**config.mk**
```make
export PLATFORM = sky130hd
export DESIGN_NAME = time_frame_tx_flat
export DESIGN_NICKNAME = d
export VERILOG_FILES = /design/src/rtl/time_frame_tx_if.sv /design/src/rtl/time_frame_tx.sv /design/src/flat_wrapper.sv
export SDC_FILE = /design/constraint.sdc
export NUM_CORES = 1
export LEC_CHECK = 0
export CELL_PAD_IN_SITES_DETAIL_PLACEMENT = 0
export CELL_PAD_IN_SITES_GLOBAL_PLACEMENT = 1
export CORE_ASPECT_RATIO = 2
export CORE_MARGIN = 1.5
export CORE_UTILIZATION = 35
export DETAILED_ROUTE_END_ITERATION = 7
export PLACE_DENSITY = 0.85
export SETUP_SLACK_MARGIN = 0.5
export SYNTH_ARGS = -nofsm -noshare
export SYNTH_HDL_FRONTEND = slang
export SYNTH_SLANG_ARGS = --single-unit
```
**constraint.sdc**
```tcl
create_clock -name clk -period 1.9 [get_ports clk]
set_input_delay 0.475 -clock clk [delete_from_list [all_inputs] [get_ports clk]]
set_output_delay 0.475 -clock clk [all_outputs]
set_load 0.05 [all_outputs]
```
**src/rtl/time_frame_tx_if.sv**
```systemverilog
// Byte-stream link from the time frame generator to the UART TX FIFO.
//   tx_data  : current frame byte (master -> slave)
//   tx_valid : tx_data holds a byte (master -> slave)
//   tx_ready : slave accepts the byte (slave -> master)
// Handshake: a byte transfers on a rising clk edge where tx_valid & tx_ready.
// Once tx_valid is raised, it and tx_data stay unchanged until that transfer
// happens. The only exception is reset.
interface time_frame_tx_if #(
  parameter int DATA_WIDTH = 8
);
  logic [DATA_WIDTH-1:0] tx_data;
  logic                  tx_valid;
  logic                  tx_ready;

  modport master (output tx_data, output tx_valid, input tx_ready);
  modport slave  (input tx_data, input tx_valid, output tx_ready);
endinterface

```
**src/rtl/time_frame_tx.sv**
```systemverilog
// time_frame_tx: snapshots a packed BCD time value on a trigger and streams
// one ASCII frame such as "SW 12:34:56\n" byte by byte to the UART TX FIFO.
// Ports:
//   clk, rst     : clock, asynchronous active-high reset
//   sw_mode      : 0 -> prefix "SW", 1 -> prefix "CL"
//   start        : single-cycle frame request
//   auto_en      : lets tick_period trigger frames
//   tick_period  : single-cycle periodic trigger
//   digits       : NUM_FIELDS packed BCD fields; field 0 is in the top byte
//   tx           : byte stream master (tx_data / tx_valid / tx_ready)
//   busy         : frame in progress
//   frame_done   : one-cycle pulse after the last byte is accepted
//   overrun      : one-cycle pulse when a trigger arrives during a frame
//   dbg_state_o  : FSM state (0 = IDLE, 1 = SEND)
module time_frame_tx #(
  parameter int          DATA_WIDTH = 8,
  parameter int          NUM_FIELDS = 3,
  parameter int          CR_EN      = 0,
  parameter logic [7:0]  SEP_CHAR   = 8'h3A
) (
  input  logic                    clk,
  input  logic                    rst,
  input  logic                    sw_mode,
  input  logic                    start,
  input  logic                    auto_en,
  input  logic                    tick_period,
  input  logic [NUM_FIELDS*8-1:0] digits,
  time_frame_tx_if.master         tx,
  output logic                    busy,
  output logic                    frame_done,
  output logic                    overrun,
  output logic                    dbg_state_o
);

  localparam int FRAME_LEN = 3 * NUM_FIELDS + 3 + CR_EN;
  localparam int IDX_W     = $clog2(FRAME_LEN);
  localparam logic [IDX_W-1:0] LAST_IDX = IDX_W'(FRAME_LEN - 1);

  typedef enum logic {S_IDLE = 1'b0, S_SEND = 1'b1} state_e;

  state_e                    state_q, state_d;
  logic [IDX_W-1:0]          idx_q, idx_d;
  logic [NUM_FIELDS*8-1:0]   digits_q, digits_d;
  logic                      mode_q, mode_d;
  logic                      done_q, done_d;
  logic                      ovr_q, ovr_d;

  logic                      trig_w;
  logic                      hs_w;
  logic [FRAME_LEN*8-1:0]    frame_w;
  logic [7:0]                byte_w;

  function automatic logic [7:0] ascii_digit(input logic [3:0] n);
    return (n > 4'd9) ? 8'h3F : {4'h3, n};
  endfunction

  assign trig_w = start | (auto_en & tick_period);
  assign hs_w   = (state_q == S_SEND) & tx.tx_ready;

  // Whole frame laid out from the snapshot only; byte 0 sits in bits [7:0].
  // Because only registered values feed it, input changes mid-frame cannot
  // tear the text.
  always_comb begin
    frame_w         = '0;
    frame_w[7:0]    = mode_q ? 8'h43 : 8'h53;
    frame_w[15:8]   = mode_q ? 8'h4C : 8'h57;
    frame_w[23:16]  = 8'h20;
    for (int k = 0; k < NUM_FIELDS; k++) begin
      frame_w[(3 + 3*k)*8 +: 8] = ascii_digit(digits_q[(NUM_FIELDS-1-k)*8 + 4 +: 4]);
      frame_w[(4 + 3*k)*8 +: 8] = ascii_digit(digits_q[(NUM_FIELDS-1-k)*8 +: 4]);
      if (k < NUM_FIELDS - 1) begin
        frame_w[(5 + 3*k)*8 +: 8] = SEP_CHAR;
      end
    end
    if (CR_EN != 0) begin
      frame_w[(FRAME_LEN-2)*8 +: 8] = 8'h0D;
    end
    frame_w[(FRAME_LEN-1)*8 +: 8] = 8'h0A;
  end

  assign byte_w = frame_w[idx_q*8 +: 8];

  // State register
  always_ff @(posedge clk or posedge rst) begin
    if (rst) begin
      state_q  <= S_IDLE;
      idx_q    <= '0;
      digits_q <= '0;
      mode_q   <= 1'b0;
      done_q   <= 1'b0;
      ovr_q    <= 1'b0;
    end else begin
      state_q  <= state_d;
      idx_q    <= idx_d;
      digits_q <= digits_d;
      mode_q   <= mode_d;
      done_q   <= done_d;
      ovr_q    <= ovr_d;
    end
  end

  // Next-state logic
  always_comb begin
    state_d  = state_q;
    idx_d    = idx_q;
    digits_d = digits_q;
    mode_d   = mode_q;
    done_d   = 1'b0;
    ovr_d    = 1'b0;
    case (state_q)
      S_IDLE: begin
        if (trig_w) begin
          state_d  = S_SEND;
          idx_d    = '0;
          digits_d = digits;
          mode_d   = sw_mode;
        end
      end
      S_SEND: begin
        // A trigger during a frame is dropped, never queued.
        ovr_d = trig_w;
        if (hs_w) begin
          if (idx_q == LAST_IDX) begin
            state_d = S_IDLE;
            idx_d   = '0;
            done_d  = 1'b1;
          end else begin
            idx_d = idx_q + 1'b1;
          end
        end
      end
      default: state_d = S_IDLE;
    endcase
  end

  // Output logic
  always_comb begin
    tx.tx_valid = (state_q == S_SEND);
    tx.tx_data  = (state_q == S_SEND) ? DATA_WIDTH'(byte_w) : '0;
    busy        = (state_q == S_SEND);
    frame_done  = done_q;
    overrun     = ovr_q;
    dbg_state_o = state_q;
  end

endmodule
```
**src/flat_wrapper.sv**
```systemverilog
// flat-port wrapper written by rule: the top's interface ports become plain ports
module time_frame_tx_flat 
#(
  parameter int          DATA_WIDTH = 8,
  parameter int          NUM_FIELDS = 3,
  parameter int          CR_EN      = 0,
  parameter logic [7:0]  SEP_CHAR   = 8'h3A
)
  (clk, rst, sw_mode, start, auto_en, tick_period, digits, busy, frame_done, overrun, dbg_state_o, tx_tx_data, tx_tx_valid, tx_tx_ready);
  time_frame_tx_if #(.DATA_WIDTH(DATA_WIDTH)) tx_i ();
  input  logic clk;
  input  logic rst;
  input  logic sw_mode;
  input  logic start;
  input  logic auto_en;
  input  logic tick_period;
  input  logic [NUM_FIELDS*8-1:0] digits;
  output logic busy;
  output logic frame_done;
  output logic overrun;
  output logic dbg_state_o;
  output wire logic [$bits(tx_i.tx_data)-1:0] tx_tx_data;
  output wire logic [$bits(tx_i.tx_valid)-1:0] tx_tx_valid;
  input wire logic [$bits(tx_i.tx_ready)-1:0] tx_tx_ready;
  assign tx_tx_data = tx_i.tx_data;
  assign tx_tx_valid = tx_i.tx_valid;
  assign tx_i.tx_ready = tx_tx_ready;
  time_frame_tx #(.DATA_WIDTH(DATA_WIDTH), .NUM_FIELDS(NUM_FIELDS), .CR_EN(CR_EN), .SEP_CHAR(SEP_CHAR)) u_core (.clk(clk), .rst(rst), .sw_mode(sw_mode), .start(start), .auto_en(auto_en), .tick_period(tick_period), .digits(digits), .tx(tx_i), .busy(busy), .frame_done(frame_done), .overrun(overrun), .dbg_state_o(dbg_state_o));
endmodule
```
==> summary.txt, run 1 <==
Synth
  – Synth warn: 0
  – Sequential area share after synthesis: 0.460
  – Most used flip-flop cell after synthesis: dfrtp_1
  – Top cell type's share of synthesized area: 0.460
  – Post-synthesis average cell area: 10.2 um2
  – Cell accounting for the most synthesized area: dfrtp_1
  – Top post-synthesis cells by area: dfrtp_1, mux2_2, nand2_1
  – Seq cells post-synth: 32
  – Post-synth EDFFs: 0
  – Synthesized area: 1740 um2
  – Ys async rst share: 1.00
  – Netlist cell types: 36
  – Synth Instances: 170
  – Net Count, Synth: 203

Placed design
  – Placed cell count: 285
  – Placed cell areas: 2550 um2
  – Post-place setup slack: -187 ps
  – Port buffer count: 42
  – DP HPWL: 3.43 mm
  – GPL Wtd Cong: 0.804

Layout
  – Non-filler cells, final: 309
  – Most frequent cells in the layout: buf_4, clkdlybuf4s50_1, dfrtp_1
  – Fillcell total: 370
  – Final core occ: 0.629
  – Nets: 285
  – Post-route cell area: 3030 um2
  – Most common cell after layout, fill and taps aside: buf_4
  – Layout cells sized above 1: 0.488
  – Syn-to-layout area delta: 74.1%
  – Diodes inserted: 0

Routing
  – Vias: 1609
  – DRC Markers: 0
  – DRT Pass-1 Iters: 4
  – Total routed wirelength: 5.08 mm
  – Post-route ant nets: 0
  – Average wire per standard cell: 16.4 um
  – Vias per std cell: 5.21
  – Iteration-0 DRC Markers: 42

Worst setup path
  – Crit Path Category: reg2out
  – Reg2Reg Setup Slack: 370 ps
  – Worst-path fanout max: 5
  – Startpoint class of the critical path: flop
  – Worst path arrival time: 1810 ps
  – CP Data Required Time: 1420 ps
  – Reg2reg path depth: 7
  – Worst r2r src: u_core.idx_q[0]$_DFFE_PP0P_
  – CP endpoint kind: output port
  – RR Endpoint: u_core.idx_q[2]$_DFFE_PP0P_

Clock tree
  – Clock transition at path regs: 60 ps
  – CTS Buf Count: 5
  – Clock Tree Buf Depth: 2
  – CTS Sinks: 32
  – Htree depth: 2
  – Root buffer cell: clkbuf_8
  – Worst skew pair latency: 280 ps
  – TritonCTS clock tree: built

Timing
  – Period utilization: 1.20
  – Fmax: 0.438 GHz
  – Crit path time final: 2280 ps
  – Final hold slack: 529 ps
  – Setup TNS Final: -1910 ps
  – Worst setup margin: -385 ps
  – Hold Violations, Final: 0
  – Final-report setup violation count: 6
  – Max-slew violation count: 0
  – Worst Skew: 9.21 ps
  – RSZ-0062 raised after global routing: yes

Global route
  – Vias in the first global route: 1734
  – Gr ovfl total: 0
  – Initial antenna violation count: 0
  – Largest net degree at the start of global routing: 33
  – Total global routing track utilization: 0.207
  – Global-route wire length before repair: 8.11 mm

Worst hold path
  – Hold Path Depth: 1
  – HP Class: reg2reg
  – Hold path start: u_core.digits_q[12]$_DFFE_PP0P_
  – Worst Hold End: u_core.digits_q[12]$_DFFE_PP0P_

Die
  – Die Y-Extent: 103 um
  – CORE AREA: 4820 um2
  – Die W: 52.9 um
  – IO Pins: 44
  – Starting Density: 0.361
  – Die footprint: 5430 um2
  – # rows: 36

Pwr
  – Peak VDD IR: 1240 uV
  – PwrDens: 1670 nW/um2
  – Design Power: 5.06 mW
  – Lkg Pwr: 1.35 nW

Flow run
  – Max cap viols: 0

Run status
  – Failing checks: negative setup slack
  – Outcome: finished, violations left
==> timing repair <==
action	CTS	global route
pin swaps	6	12
setup buffers	13	1
setup endpoints to repair	36	36
gates cloned	3	0
gates resized for setup	44	20
hold buffers	0	0
==> metal layers <==
layer / track usage / up-vias / share of wire
li1: - / 762 / -
met1: 0.201 / 798 / 0.35
met2: 0.384 / 38 / 0.59
met3: 0.0464 / 11 / 0.031
met4: 0.114 / 0 / 0.027
met5: 0 / - / 0
==> synthesized netlist by cell type, types with 3 or more instances <==
| cell type | count |
|---|---|
| mux2_2 | 22 |
| dfrtp_1 | 32 |
| a211o_1 | 3 |
| buf_4 | 6 |
| a21oi_1 | 11 |
| o22ai_1 | 3 |
| o21ai_0 | 10 |
| a21o_1 | 3 |
| a211oi_1 | 5 |
| inv_1 | 9 |
| nor3_1 | 6 |
| buf_2 | 5 |
| nor2_1 | 10 |
| nand2_1 | 16 |
==> where the power goes <==
group	internal, mW	leakage [nW]	switching [mW]	total [mW]
Clock	0.248	0.0410	0.233	0.481
Combinational	1.69	0.922	1.55	3.24
Sequential	0.985	0.384	0.357	1.34
==> cell type report <==
cell class,instances,area [um2],share of cell area
multi-input cells,116,1080,0.358
clock buffers,6,72.6,0.0239
inverters,9,33.8,0.0111
flip-flops and latches,32,807,0.266
repair buffers,88,958,0.316
clock inverters,1,5.00,0.00165
well taps,57,71.3,0.0235
==> critical path: stages (launching register included) <==
cell and delay [ps]:
dfrtp_2 460, buf_6 140, buf_6 110, buf_6 110, o22ai_2 120, nor3_1 60
o31a_2 370, buf_8 160
==> cell families after synthesis <==
kind of cell	Yosys count	synth area share
muxes	23	0.151
AOI/OAI and AO/OA	49	0.189
adders and majority gates	2	0.0144
and+or+nand+nor	40	0.106
xor gates and xnor gates	1	0.00503
DFF	32	0.460
other	1	0.00215
buffers and inverters	22	0.0726
==> how the worst max path moves through the flow <==
stage                                      startpoint       endpoint  slack, ps  cells after the start
final                     u_core.idx_q[0]$_DFFE_PP0P_  tx_tx_data[3]       -380                      7
after global routing      u_core.idx_q[0]$_DFFE_PP0P_  tx_tx_data[3]       -430                      7
after CTS                 u_core.idx_q[0]$_DFFE_PP0P_  tx_tx_data[0]       -360                      6
after detailed placement  u_core.idx_q[0]$_DFFE_PP0P_  tx_tx_data[2]       -190                      5
after global placement    u_core.idx_q[0]$_DFFE_PP0P_  tx_tx_data[2]       -140                      5
after floorplan           u_core.idx_q[1]$_DFFE_PP0P_  tx_tx_data[3]         50                      5
==> state kept, by name, summed over array words and instances, names as in the netlist <==
signal / cells
u_core.busy: 1
u_core.digits_q: 24
u_core.frame_done: 1
u_core.idx_q: 4
u_core.mode_q: 1
u_core.overrun: 1
Note: power is estimated with default switching activity, not from simulation.
==> inputs of run 2 (changes only) <==
- RECOVER_POWER: unset -> 25
==> run 2 against run 1 <==
First-iteration DRC count is the same. Combinational power is essentially flat. Routed wire length shrank 0.14%. Power is essentially flat. Count of clock-buffer cells in the layout is the same. Global-route usage is the same. Cell area is essentially flat. The run still ends with negative setup slack left.
==> summary.txt, run 2 (same netlist as run 1, synthesis figures left out) <==
Global route
  – Vias in the first global route: 1734 (unchanged)
  – Largest net degree at the start of global routing: 33 (unchanged)
  – Initial antenna violation count: 0 (unchanged)
  – Gr ovfl total: 0 (unchanged)
  – Total global routing track utilization: 0.207 (unchanged)
  – Global-route wire length before repair: 8.11 mm (unchanged)

Layout
  – Area occupied by multi-input gates: 1080 um2 (unchanged)
  – Most flops, register: u_core.digits_q (unchanged)
  – Largest register FFs: 24 (unchanged)
  – Syn-to-layout area delta: 74.0% (was 74.1%)
  – Fillcell total: 371 (was 370)
  – Layout cells sized above 1: 0.488 (unchanged)
  – Most frequent cells in the layout: buf_4, dfrtp_1, clkdlybuf4s50_1 (was buf_4, clkdlybuf4s50_1, dfrtp_1)
  – Diodes inserted: 0 (unchanged)
  – Post-route cell area: 3030 um2 (about the same)
  – Final core occ: 0.629 (about the same)
  – Nets: 285 (unchanged)
  – Top Registers: u_core.digits_q (24), u_core.idx_q (4) (unchanged)
  – Non-filler cells, final: 309 (unchanged)
  – Most common cell after layout, fill and taps aside: buf_4 (unchanged)
  – Register area: 807 um2 (unchanged)

Worst setup path
  – Crit Path Category: reg2out (unchanged)
  – Worst-path fanout max: 5 (unchanged)
  – CP Data Required Time: 1420 ps (about the same)
  – Worst path arrival time: 1810 ps (about the same)
  – Reg2reg path depth: 7 (unchanged)
  – Startpoint class of the critical path: flop (unchanged)
  – CP endpoint kind: output port (unchanged)

Timing
  – Max-slew headroom: 0.474
  – RSZ-0062 raised after global routing: yes (unchanged)
  – Fmax: 0.438 GHz (about the same)
  – Final-report setup violation count: 6 (unchanged)
  – Hold Violations, Final: 0 (unchanged)
  – Slew @ Worst Pin: 789 ps
  – Max-slew violation count: 0 (unchanged)
  – Crit path time final: 2290 ps (was 2280 ps)
  – Final hold slack: 529 ps (unchanged)
  – Worst Skew: 9.00 ps (was 9.21 ps)
  – Period utilization: 1.20 (about the same)
  – Worst setup margin: -385 ps (about the same)

Routing
  – Vias per std cell: 5.20 (was 5.21)
  – DRT Pass-1 Iters: 4 (unchanged)
  – Post-route ant nets: 0 (unchanged)
  – Average wire per standard cell: 16.4 um (about the same)
  – Vias: 1607 (was 1609)
  – DRC Markers: 0 (unchanged)
  – Total routed wirelength: 5.07 mm (was 5.08 mm)
  – Iteration-0 DRC Markers: 42 (unchanged)

Worst hold path
  – HP Class: reg2reg (unchanged)
  – Hold Path Depth: 1 (unchanged)

Clock tree
  – Hold-fix buffers, CTS: 0 (unchanged)
  – TritonCTS clock tree: built (unchanged)
  – Worst skew pair latency: 280 ps (about the same)
  – Clock Tree Buf Depth: 2 (unchanged)
  – Htree depth: 2 (unchanged)
  – Clock transition at path regs: 60 ps (about the same)
  – CTS Sinks: 32 (unchanged)
  – CTS Buf Count: 5 (unchanged)
  – Root buffer cell: clkbuf_8 (unchanged)

Placed design
  – Port buffer count: 42 (unchanged)
  – Placed cell count: 285 (unchanged)
  – Placed cell areas: 2550 um2 (unchanged)
  – DP HPWL: 3.43 mm (unchanged)
  – GPL Wtd Cong: 0.804 (unchanged)

Die
  – Die Y-Extent: 103 um (unchanged)
  – IO Pins: 44 (unchanged)
  – Starting Density: 0.361 (unchanged)
  – CORE AREA: 4820 um2 (unchanged)
  – Die W: 52.9 um (unchanged)
  – # rows: 36 (unchanged)
  – Die footprint: 5430 um2 (unchanged)

Flow run
  – Max cap viols: 0 (unchanged)

Run status
  – Outcome: finished, violations left (unchanged)
  – Failing checks: negative setup slack (unchanged)

Pwr
  – PwrDens: 1670 nW/um2 (about the same)
  – Peak VDD IR: 1240 uV (about the same)
  – Lkg Pwr: 1.35 nW (about the same)
[run 2: what timing repair did]
item	in CTS	in global routing
pin swaps	6	12
cloned	3	0
setup endpoints to repair	36	36
endpoints found under the hold margin	0	0
resized for setup	44	20
buffers inserted	13	1
[run 2: cell type report]
cell class | count | share of cell area
sequential | 32 | 0.266
clock inverter | 1 | 0.00165
multi-input combinational | 116 | 0.358
tap | 57 | 0.0235
inverter | 9 | 0.0111
timing repair buffer | 88 | 0.315
clock buffer | 6 | 0.0239
[run 2: where the power goes]
part / leakage [nW] / switching, mW / internal [mW] / total, mW
Combinational: 0.922 / 1.55 / 1.69 / 3.24
Sequential: 0.384 / 0.357 / 0.985 / 1.34
Clock: 0.0410 / 0.233 / 0.248 / 0.481
[run 2: per-stage QoR]
stage / power, mW / setup slack [ps] / TNS, ps
floorplan: 3.09 / 52.6 / 0
detailed placement: 4.02 / -187 / -898
CTS: 4.90 / -363 / -1970
global route: 5.34 / -428 / -2280
finish: 5.06 / -385 / -1920
global placement: 3.98 / -138 / -705
[run 2: critical path, stage by stage, from the launching register on]
cell and delay (ps):
dfrtp_2 460, buf_6 140, buf_6 110, buf_6 110
o22ai_2 120, nor3_1 60, o31a_2 370, buf_8 160
[run 2: final timing paths]
check | end | startpoint | slack, ps
min in group asynchronous | u_core.mode_q$_DFFE_PP0P_ | rst | 850
worst min register to register | u_core.digits_q[12]$_DFFE_PP0P_ | u_core.digits_q[12]$_DFFE_PP0P_ | 530
max in group asynchronous | u_core.busy$_DFF_PP0_ | rst | 490
worst min-delay path | u_core.digits_q[12]$_DFFE_PP0P_ | u_core.digits_q[12]$_DFFE_PP0P_ | 530
worst max-delay path | tx_tx_data[3] | u_core.idx_q[0]$_DFFE_PP0P_ | -390
worst max register to register | u_core.idx_q[2]$_DFFE_PP0P_ | u_core.idx_q[0]$_DFFE_PP0P_ | 370
[run 2: per-layer routing]
layer	vias to the layer above	global-route usage	routed length, um
met4	0	0.114	138
met1	795	0.201	1760
met2	38	0.384	3010
li1	763	-	-
met5	-	0	0
met3	11	0.0464	159
